==> src/rtl/fpall_issue_ctrl.sv <==
// fpall_issue_ctrl
//   Valid/ready flow-control shell around the fixed-latency fpall_shared
//   datapath. Requests are registered into the dut_* issue registers,
//   their sideband (tag/op/fmt) travels down a valid shift pipeline that
//   matches the datapath depth, and results are captured into a
//   first-word-fall-through result FIFO. Credit-based admission (occ)
//   reserves a FIFO slot for every accepted op, so results are never
//   dropped under output backpressure.
//
// Ports
//   clk, rst            clock, synchronous active-high reset
//   in_valid/in_ready   request handshake; in_op/in_fmt/in_x/in_y/in_tag payload
//   dut_opcode/fmt/x/y  registered operation presented to fpall_shared
//   dut_r               fpall_shared result, valid LATENCY cycles after dut_*
//   out_valid/out_ready result handshake; out_r/out_tag/out_op/out_fmt payload
//   busy                any op in flight or buffered
module fpall_issue_ctrl #(
    parameter int unsigned LATENCY   = 4,
    parameter int unsigned OUT_DEPTH = 4,
    parameter int unsigned TAG_W     = 4
) (
    input  logic             clk,
    input  logic             rst,
    input  logic             in_valid,
    output logic             in_ready,
    input  logic [1:0]       in_op,
    input  logic             in_fmt,
    input  logic [31:0]      in_x,
    input  logic [31:0]      in_y,
    input  logic [TAG_W-1:0] in_tag,
    output logic [1:0]       dut_opcode,
    output logic             dut_fmt,
    output logic [31:0]      dut_x,
    output logic [31:0]      dut_y,
    input  logic [31:0]      dut_r,
    output logic             out_valid,
    input  logic             out_ready,
    output logic [31:0]      out_r,
    output logic [TAG_W-1:0] out_tag,
    output logic [1:0]       out_op,
    output logic             out_fmt,
    output logic             busy
);

    localparam int unsigned OCC_W = $clog2(OUT_DEPTH + 1);
    localparam int unsigned PTR_W = $clog2(OUT_DEPTH);
    localparam logic [OCC_W-1:0] OCC_MAX  = OCC_W'(OUT_DEPTH);
    localparam logic [PTR_W-1:0] PTR_LAST = PTR_W'(OUT_DEPTH - 1);

    logic [OCC_W-1:0] occ;
    logic             accept;
    logic             push;
    logic             pop;

    // Stage 0 is the issue register; stage LATENCY lines up with dut_r.
    logic [LATENCY:0] pipe_vld;
    logic [TAG_W-1:0] pipe_tag [0:LATENCY];
    logic [1:0]       pipe_op  [0:LATENCY];
    logic             pipe_fmt [0:LATENCY];

    logic [31:0]      fifo_r   [0:OUT_DEPTH-1];
    logic [TAG_W-1:0] fifo_tag [0:OUT_DEPTH-1];
    logic [1:0]       fifo_op  [0:OUT_DEPTH-1];
    logic             fifo_fmt [0:OUT_DEPTH-1];
    logic [PTR_W-1:0] wptr;
    logic [PTR_W-1:0] rptr;
    logic [OCC_W-1:0] count;

    // in_ready depends only on registered occ (and rst), never on out_ready.
    assign in_ready  = !rst && (occ < OCC_MAX);
    assign accept    = in_valid && in_ready;
    assign push      = pipe_vld[LATENCY];
    assign out_valid = (count != '0);
    assign pop       = out_valid && out_ready;
    assign busy      = (occ != '0);

    assign out_r   = fifo_r[rptr];
    assign out_tag = fifo_tag[rptr];
    assign out_op  = fifo_op[rptr];
    assign out_fmt = fifo_fmt[rptr];

    always_ff @(posedge clk) begin
        if (rst) begin
            dut_opcode <= '0;
            dut_fmt    <= '0;
            dut_x      <= '0;
            dut_y      <= '0;
        end else if (accept) begin
            dut_opcode <= in_op;
            dut_fmt    <= in_fmt;
            dut_x      <= in_x;
            dut_y      <= in_y;
        end
    end

    // The datapath cannot stall, so the valid pipeline shifts every cycle.
    always_ff @(posedge clk) begin
        if (rst) begin
            pipe_vld <= '0;
        end else begin
            pipe_vld <= {pipe_vld[LATENCY-1:0], accept};
        end
    end

    // Sideband is only meaningful where pipe_vld is set; no reset needed.
    always_ff @(posedge clk) begin
        if (accept) begin
            pipe_tag[0] <= in_tag;
            pipe_op[0]  <= in_op;
            pipe_fmt[0] <= in_fmt;
        end
        for (int unsigned i = 1; i <= LATENCY; i++) begin
            pipe_tag[i] <= pipe_tag[i-1];
            pipe_op[i]  <= pipe_op[i-1];
            pipe_fmt[i] <= pipe_fmt[i-1];
        end
    end

    // occ counts in-flight plus buffered ops; it bounds FIFO occupancy.
    always_ff @(posedge clk) begin
        if (rst) begin
            occ <= '0;
        end else begin
            case ({accept, pop})
                2'b10:   occ <= occ + OCC_W'(1);
                2'b01:   occ <= occ - OCC_W'(1);
                default: occ <= occ;
            endcase
        end
    end

    always_ff @(posedge clk) begin
        if (rst) begin
            wptr  <= '0;
            rptr  <= '0;
            count <= '0;
        end else begin
            if (push) begin
                wptr <= (wptr == PTR_LAST) ? '0 : wptr + PTR_W'(1);
            end
            if (pop) begin
                rptr <= (rptr == PTR_LAST) ? '0 : rptr + PTR_W'(1);
            end
            case ({push, pop})
                2'b10:   count <= count + OCC_W'(1);
                2'b01:   count <= count - OCC_W'(1);
                default: count <= count;
            endcase
        end
    end

    // No bypass: an entry written this edge becomes the head next cycle.
    always_ff @(posedge clk) begin
        if (push && !rst) begin
            fifo_r[wptr]   <= dut_r;
            fifo_tag[wptr] <= pipe_tag[LATENCY];
            fifo_op[wptr]  <= pipe_op[LATENCY];
            fifo_fmt[wptr] <= pipe_fmt[LATENCY];
        end
    end

    a_no_fifo_overflow: assert property (
        @(posedge clk) disable iff (rst) !(push && !pop && (count == OCC_MAX))
    );

endmodule

==> config.mk <==
export PLATFORM = sky130hd
export DESIGN_NAME = fpall_issue_ctrl
export DESIGN_NICKNAME = d
export VERILOG_FILES = /design/src/rtl/fpall_issue_ctrl.sv
export SDC_FILE = /design/constraint.sdc
export NUM_CORES = 1
export LEC_CHECK = 0
export ABC_AREA = 1
export CAP_MARGIN = 25
export CORE_UTILIZATION = 35
export CTS_CLUSTER_DIAMETER = 150
export DETAILED_ROUTE_END_ITERATION = 10
export DONT_BUFFER_PORTS = 1
export PLACE_DENSITY = 0.56
export SLEW_MARGIN = 40
export SYNTH_ARGS = -nofsm -noshare
export SYNTH_HDL_FRONTEND = slang
export SYNTH_SLANG_ARGS = --single-unit
==> constraint.sdc <==
create_clock -name clk -period 4 [get_ports clk]
set_input_delay 0.8 -clock clk [delete_from_list [all_inputs] [get_ports clk]]
set_output_delay 0.8 -clock clk [all_outputs]
set_load 0.02 [all_outputs]
Word level (Yosys, flattened, before mapping)

Memory sizes are Yosys's and may differ from the RTL's. A register that Yosys moved wholly into a read port is not among the register bits.
Cells that the tools add are included.
Widths: inputs -> output; s select.

$add $sub $neg: 6
Magnitude comparators: 1
Equality and inequality tests: 6
Mux-type cells: 16
Reductions and logical operators: 9

Operators by type and width:

| kind                | number |
|---|---|
| $mux 2              | 10 |
| $pmux 3 s2          | 2 |
| $eq 2x2->1 const B  | 4 |
| $add 3x1->3 const B | 2 |
| $reduce_bool 3->1   | 2 |
| $sub 3x1->3 const B | 2 |
| $add 2x1->2 const B | 2 |
| $eq 2x1->1 const B  | 2 |
| $logic_and 1x1->1   | 4 |
| $mux 1              | 4 |
| $reduce_bool 2->1   | 2 |
| $lt 3x3->1 const B  | 1 |
| $logic_not 1->1     | 1 |

Flip-flop bits (word level): 82
Memory bits (writable): 191
Bits of input ports: 107
Output and inout port bits: 109
Logic and storage cells: 54
Memories kept: 7

Memories:

| name        | words | width | read ports | clocked after memory_dff | write ports | line | source |
|---|---|---|---|---|---|---|---|
| fifo_r      | 4     | 32    | 1          | 1                        | 1           | 61   | `logic [31:0] fifo_r [0:OUT_DEPTH-1];` |
| pipe_tag    | 5     | 4     | 5          | 0                        | 5           | 57   | `logic [TAG_W-1:0] pipe_tag [0:LATENCY];` |
| fifo_tag    | 4     | 4     | 1          | 1                        | 1           | 62   | `logic [TAG_W-1:0] fifo_tag [0:OUT_DEPTH-1];` |
| pipe_op     | 5     | 2     | 5          | 0                        | 5           | 58   | `logic [1:0] pipe_op [0:LATENCY];` |
| fifo_op     | 4     | 2     | 1          | 1                        | 1           | 63   | `logic [1:0] fifo_op [0:OUT_DEPTH-1];` |
| pipe_fmt    | 5     | 1     | 5          | 0                        | 5           | 59   | `logic pipe_fmt [0:LATENCY];` |
| +1 memories | -     | -     | -          | -                        | -           | -    |  |

Longest topological paths before layout

Gate-level depths: netlist of the first run.

Depth in word-level cells: 5
Depth in mapped cells: 12
Mapped depth without buffers: 12

Worst setup path before layout of the first run

Ideal clock, no wire load.

Kind: input -> register
Start point: in rst
End point: mem fifo_fmt[0], enable pin
Library setup time: 435 ps
Data arrival time: 2765 ps
Data required time: 3565 ps
Slack: 800 ps
Stages: 4
Buffers on the path: 1
Path through: inv_2 > buf_2 > nand2_1 > nor2_1

Word-level cells in the longest chain between the ends: 4

Ends and longest elaborated chain:

| what                         | line | source |
|---|---|---|
| from (decl)                  | 23   | `input logic rst,` |
| $logic_not 1->1              | 154  | `if (push && !rst) begin` |
| $logic_and 1x1->1            | 154  |  |
| $mux 1                       | 154  |  |
| $mux 1 (implied by the code) | 158  | `fifo_fmt[wptr] <= pipe_fmt[LATENCY];` |
| to (decl)                    | 64   | `logic fifo_fmt [0:OUT_DEPTH-1];` |

Every way passes these cells.

==> results of run 1 <==
==> cell families after synthesis <==
logic type      Yosys count  share of synthesized area, %
compound gates          131                          7.35
fa+ha+maj                 9                          1.33
buf+inv                  76                          3.67
flops                   275                          74.2
simple gates            314                          13.4
==> where the power goes <==
group	total, uW	internal, uW	switching [uW]	leakage (uW)
Sequential	3260	3110	153	0.00240
Combinational	810	187	623	0.00120
Clock	2780	1730	1050	0.000490
Total	6850	5030	1820	0.00409
==> cell type report <==
class	count	area (um2)	area share (%)
Clock buffer	34	754	6.91
Clock inverter	20	250	2.29
Inverter	29	109	0.997
Multi-Input combinational cell	454	2150	19.7
Sequential cell	275	7140	65.3
Tap cell	341	427	3.91
Timing Repair Buffer	12	90.1	0.825
==> flip-flops by register name (all words and copies together) (netlist names), 4 cells and up, named ones only <==
register and flops:
pipe_tag 20, dut_y 32, fifo_fmt 4, fifo_op 8
pipe_op 10, pipe_fmt 5, dut_x 32, fifo_r 128
pipe_vld 5, fifo_tag 16
==> final timing paths <==
kind,startpoint,to,slack (ns),depth (start not counted)
setup reg to reg,occ[2]$_SDFFE_PP0P_,pipe_fmt[0]$_DFFE_PP_,1.77,4
hold reg to reg,pipe_op[2][0]$_DFF_P_,pipe_op[3][0]$_DFF_P_,0.33,0
setup / recovery,register,out_r[5],0.90,4
hold / removal,pipe_op[2][0]$_DFF_P_,pipe_op[3][0]$_DFF_P_,0.33,0
==> through the flow <==
stage / instance area (um2) / hold WS [ns] / util (%)
floorplan: 9610 / 0.310 / -
global placement: 9920 / 0.312 / 36.8
detailed placement: 9920 / 0.312 / 36.8
CTS: 10900 / 0.301 / 40.5
global route: 10900 / 0.307 / 40.5
finish: 10900 / 0.325 / 40.5
==> placed cells by master (no fill, tap or decap), types with 2 or more instances in the layout <==
cell / synthesis / routed
inv_1: 26 / 26
buf_4: 4 / 12
fa_1: 2 / 2
nor2_1: 92 / 88
bufinv_16: 0 / 6
clkinv_1: 0 / 5
clkbuf_16: 0 / 29
nand3_1: 73 / 73
clkbuf_1: 21 / 4
nand2_1: 145 / 145
o21ai_0: 83 / 83
a21oi_1: 8 / 8
inv_2: 3 / 3
o22ai_1: 39 / 39
nor2_4: 1 / 5
ha_1: 7 / 7
dfxtp_1: 112 / 111
edfxtp_1: 163 / 163
clkinv_2: 0 / 6
==> synth_stat cells <==
| cell type | number | area (um2) |
|---|---|---|
| edfxtp_1 | 163 | 4890 |
| o21ai_0 | 83 | 415 |
| or2_2 | 1 | 6.26 |
| buf_4 | 4 | 30.0 |
| and2_1 | 1 | 6.26 |
| nor2_1 | 92 | 345 |
| nand3_1 | 73 | 365 |
| a211oi_1 | 1 | 7.51 |
| inv_1 | 26 | 97.6 |
| nand2_4 | 1 | 11.3 |
| clkbuf_1 | 21 | 78.8 |
| nand2_1 | 145 | 544 |
| fa_1 | 2 | 40.0 |
| inv_2 | 3 | 11.3 |
| nor2_4 | 1 | 11.3 |
| buf_2 | 18 | 90.1 |
| a21oi_1 | 8 | 40.0 |
| o22ai_1 | 39 | 244 |
| dfxtp_1 | 112 | 2240 |
| buf_6 | 4 | 45.0 |
| ha_1 | 7 | 87.6 |
==> worst reg2reg max path: cells and delay by family, from the launching register on <==
kind,cells,cell delay [ns]
DFF,1,0.33
and+or+nand+nor,2,0.65
buffers and inverters,2,0.82
==> layer usage <==
metal / vias to the layer above / share of wire, % / track usage, %
met2: 218 / 47 / 24.1
met5: - / 0 / 0
met1: 2656 / 41 / 16.6
met3: 24 / 10 / 5.41
met4: 0 / 1.4 / 3.55
li1: 2777 / - / -
==> qor.csv, run 1 <==
metric;value;unit
Worst setup EP type;primary output;
status;finished, final reports clean;
Final WS setup;0.896;ns
Via density;4.87;
Ports;216;
TritonCTS buffer count;29;
first-pass GRT wire length;31200;um
gpl congestion;0.756;
Critical-path top delay cell;inv_2;
Skew-Pair Late Insertion Delay;0.53;ns
Total Power;6850;uW
Starting Density;35.7;%
GRT Total Usage;14.1;%
Final Setup Violations;0;
Synthesized Nets;921;
CP bufs+invs;2;
Synth Warn #;0;
P per Cell Area;627;nW/um2
DR DRC count;0;
WS Path Type;register to primary output;
Mean Syn Cell Area;11.9;um2
CP top delay family;buffers and inverters;
Pre-Repair DR Iteration Count;4;
# Post-CTS Setup Buffers;0;
setup TNS;0;ns
fin cells;1165;
die area;28100;um2
Period minus WS final;3.10;ns
filler cell count;2517;
hold_buf cts;0;
dpl cells;1111;
pin count of the biggest net entering global routing;79;
worst path cell trace;inv_2 -> buf_4 -> o21ai_0 -> o22ai_1;
final worst path period share;77.6;%
Max Slew Vio Count;0;
clock root cell;clkbuf_16;
Die X-Extent;168;um
register bit total from synthesis;275;
# clock sinks;275;
CTS Buffer Depth;3;
Core Box Area;27000;um2
Port-buffer cells;0;
worst slack at placement;1.31;ns
Syn Inst Count;805;
Final Hold Fails;0;
Worst Path Required;3.20;ns
DR iter-0 viols;225;
post-synthesis cell type count;21;
initial antenna violation count;0;
Ant. Diodes;0;
layout cells sized above 1;8.25;%
max cap viols;0;
Clock Skew;0.00696;ns
vias in the first global route;5565;
Mapped Area;9610;um2
total grt overflow;0;
Avg WL per Cell;17.4;um
fin nets;917;
H-tree Lvls;1;
Hold Crit Class;register to register;
Die Y-Extent;168;um
CTS tree;built;
fmax;0.322;GHz
Routed Antenna Nets;0;
final wirelength;20300;um
post-CTS resize count;0;
Setup crit start kind;register;
hpwl dp;12200;um
RSZ-0062 raised after global routing;false;
Pleak;0.00409;uW
Data arrival, critical path;2.30;ns
CP max stage delay;0.46;ns
crit-path max FO;36;
register clock-pin slew on the reported worst setup and hold paths;0.06;ns
worst IR drop on VDD;0.000292;V
FP Rows;60;
post-synthesis sequential area ratio;74.2;%
Slew @ Worst Pin;0.798;ns
Layout area overhead;13.6;%
Slew HR;46.8;%
vias;5675;
Power figures use the tool's default switching activity.
==> run 2, diff against run 1 <==
PLACE_DENSITY = 0.58   (was 0.56)
clock period = 2.8 ns   (was 4 ns; I/O delays follow)
==> run 2 against run 1 <==
Net effect: design area up 1.2%; worst setup slack lost 0.68 ns; critical endpoint is now out_r[23]; power increased by 46%; via count is 3.5% higher; clock power up 49%; utilization rose by 0.51 points; clock skew grew 0.0095 ns; final cell count rose by 0.26%; combinational power rose by 44%; flip-flop and latch count unchanged; register-to-register slack got worse by 1.0 ns; routed wire length up 2.8%.
==> qor.csv, run 2 (same netlist as run 1, synthesis figures left out) <==
metric;value;unit;change
first-pass GRT wire length;32200;um;was 31200 um
min-delay src;rst;;was pipe_op[2][0]$_DFF_P_
final worst path period share;92.3;%;
CP bufs+invs;2;;unchanged
total grt overflow;0;;unchanged
crit-path max FO;25;;was 36
RSZ-0062 raised after global routing;false;;unchanged
CTS Buffer Depth;3;;unchanged
Final Setup Violations;0;;unchanged
Ant. Diodes;0;;unchanged
final wirelength;20900;um;was 20300 um
Hold Crit Class;input port to register;;was register to register
setup TNS;0;ns;unchanged
Core Box Area;27000;um2;unchanged
Pre-Repair DR Iteration Count;4;;unchanged
hpwl dp;12900;um;was 12200 um
worst path cell trace;inv_2 -> buf_4 -> o21ai_0 -> o22ai_1;;unchanged
WS Path Type;register to primary output;;unchanged
vias in the first global route;5817;;was 5565
gpl congestion;0.766;;was 0.756
Net Sw Power;2660;uW;was 1820 uW
Period minus WS final;2.58;ns;
Clock Skew;0.0165;ns;was 0.00696 ns
TritonCTS buffer count;29;;unchanged
Die Y-Extent;168;um;unchanged
worst r2r src;count[0]$_SDFFE_PP0P_;;was occ[2]$_SDFFE_PP0P_
Max Slew Vio Count;0;;unchanged
sequential power share;46.8;%;was 47.6%
M1 GR Usage;17.5;%;was 16.6%
Data arrival, critical path;2.02;ns;was 2.30 ns
commonest cells after routing, fill and taps aside;edfxtp_1, nand2_1, dfxtp_1;;unchanged
met3 GRT Util;5.37;%;was 5.41%
fmax;0.387;GHz;
P per Cell Area;903;nW/um2;was 627 nW/um2
combinational share of power;11.7;%;was 11.8%
Starting Density;35.7;%;unchanged
initial antenna violation count;1;;was 0
pin count of the biggest net entering global routing;77;;was 79
Layout area overhead;15.0;%;was 13.6%
DR iter-0 viols;335;;was 225
filler cell count;2516;;was 2517
die area;28100;um2;unchanged
CTS tree;built;;unchanged
Port-buffer cells;0;;unchanged
Internal;7320;uW;was 5030 uW
Routed Antenna Nets;0;;unchanged
biggest regs;fifo_r x128, dut_x x32, dut_y x32;;unchanged
Clock Power Share;41.5;%;was 40.5%
Slew HR;45.6;%;was 46.8%
GRT Total Usage;14.6;%;was 14.1%
fin nets;920;;was 917
layout cells sized above 1;9.55;%;was 8.25%
status;finished, final reports clean;;unchanged
Critical-path top delay cell;o22ai_1;;was inv_2
CP top delay family;buffers and inverters;;unchanged
FP Rows;60;;unchanged
worst IR drop on VDD;0.000526;V;was 0.000292 V
Sw Share;26.7;%;was 26.6%
register clock-pin slew on the reported worst setup and hold paths;0.06;ns;about the same
Avg WL per Cell;17.9;um;was 17.4 um
Final Hold Fails;0;;unchanged
H-tree Lvls;1;;unchanged
Slew @ Worst Pin;0.817;ns;was 0.798 ns
Worst setup EP type;primary output;;unchanged
met2 Use GR;24.6;%;was 24.1%
Die X-Extent;168;um;unchanged
Pleak;0.00416;uW;was 0.00409 uW
most common cell after layout, fill and taps aside;edfxtp_1;;unchanged
Final WS setup;0.216;ns;was 0.896 ns
Via density;5.03;;was 4.87
worst slack at placement;0.663;ns;was 1.31 ns
DR DRC count;0;;unchanged
hold_buf cts;0;;unchanged
Skew-Pair Late Insertion Delay;0.54;ns;was 0.53 ns
# clock sinks;275;;unchanged
Worst Path Required;2.24;ns;was 3.20 ns
max reg flops;128;;unchanged
global routing's busiest layer;met2;;unchanged
Setup crit start kind;register;;unchanged
vias;5873;;was 5675
CP max stage delay;0.45;ns;was 0.46 ns
max cap viols;0;;unchanged
Ports;216;;unchanged
Most flops, register;fifo_r;;unchanged
clock root cell;clkbuf_16;;unchanged
## run 2: timing repair
item / 4_1_cts / 5_1_grt
endpoints found under the setup margin: 0 / 4
gates resized for setup: 0 / 1
buffers inserted: 0 / 0
## run 2: metal layers
metal | up-vias | wire length (um)
met5 | - | 13
met4 | 2 | 361
met3 | 29 | 2030
met2 | 230 | 9840
met1 | 2824 | 8630
li1 | 2788 | -
## run 2: power groups by stage
stage / sequential (uW) / combinational, uW / clock (uW)
4_1_cts: 4670 / 1190 / 4260
3_3_place_gp: 4760 / 1160 / 0
5_1_grt: 4690 / 1300 / 4410
6_report: 4670 / 1170 / 4140
3_5_place_dp: 4760 / 1190 / 0
2_1_floorplan: 4710 / 957 / 0
## run 2: cell type report
type | count | area, um2 | share of cell area (%)
sequential | 275 | 7140 | 64.6
multi-input combinational | 454 | 2150 | 19.5
clock buffer | 43 | 933 | 8.44
tap | 341 | 427 | 3.86
timing repair buffer | 15 | 150 | 1.36
clock inverter | 11 | 146 | 1.32
inverter | 29 | 109 | 0.984
## run 2: path summary, 6_finish.rpt
path	slack, ns	cells past startpoint	end
max	0.22	4	out_r[23]
min	0.09	1	pipe_vld[2]$_SDFF_PP0_
max reg2reg	0.74	12	occ[2]$_SDFFE_PP0P_
min reg2reg	0.32	0	pipe_fmt[2]$_DFF_P_
## run 2: metrics by stage
step | instances | power [uW] | cell area (um2) | hold slack (ns) | utilization [%]
floorplan | 805 | 5670 | 9610 | 0.310 | -
global placement | 1114 | 5920 | 9980 | 0.310 | 37.0
detailed placement | 1114 | 5950 | 9980 | 0.312 | 37.0
CTS | 1168 | 10100 | 11100 | 0.0668 | 41.0
global route | 1168 | 10400 | 11100 | 0.0637 | 41.0
finish | 1168 | 9990 | 11100 | 0.0917 | 41.0
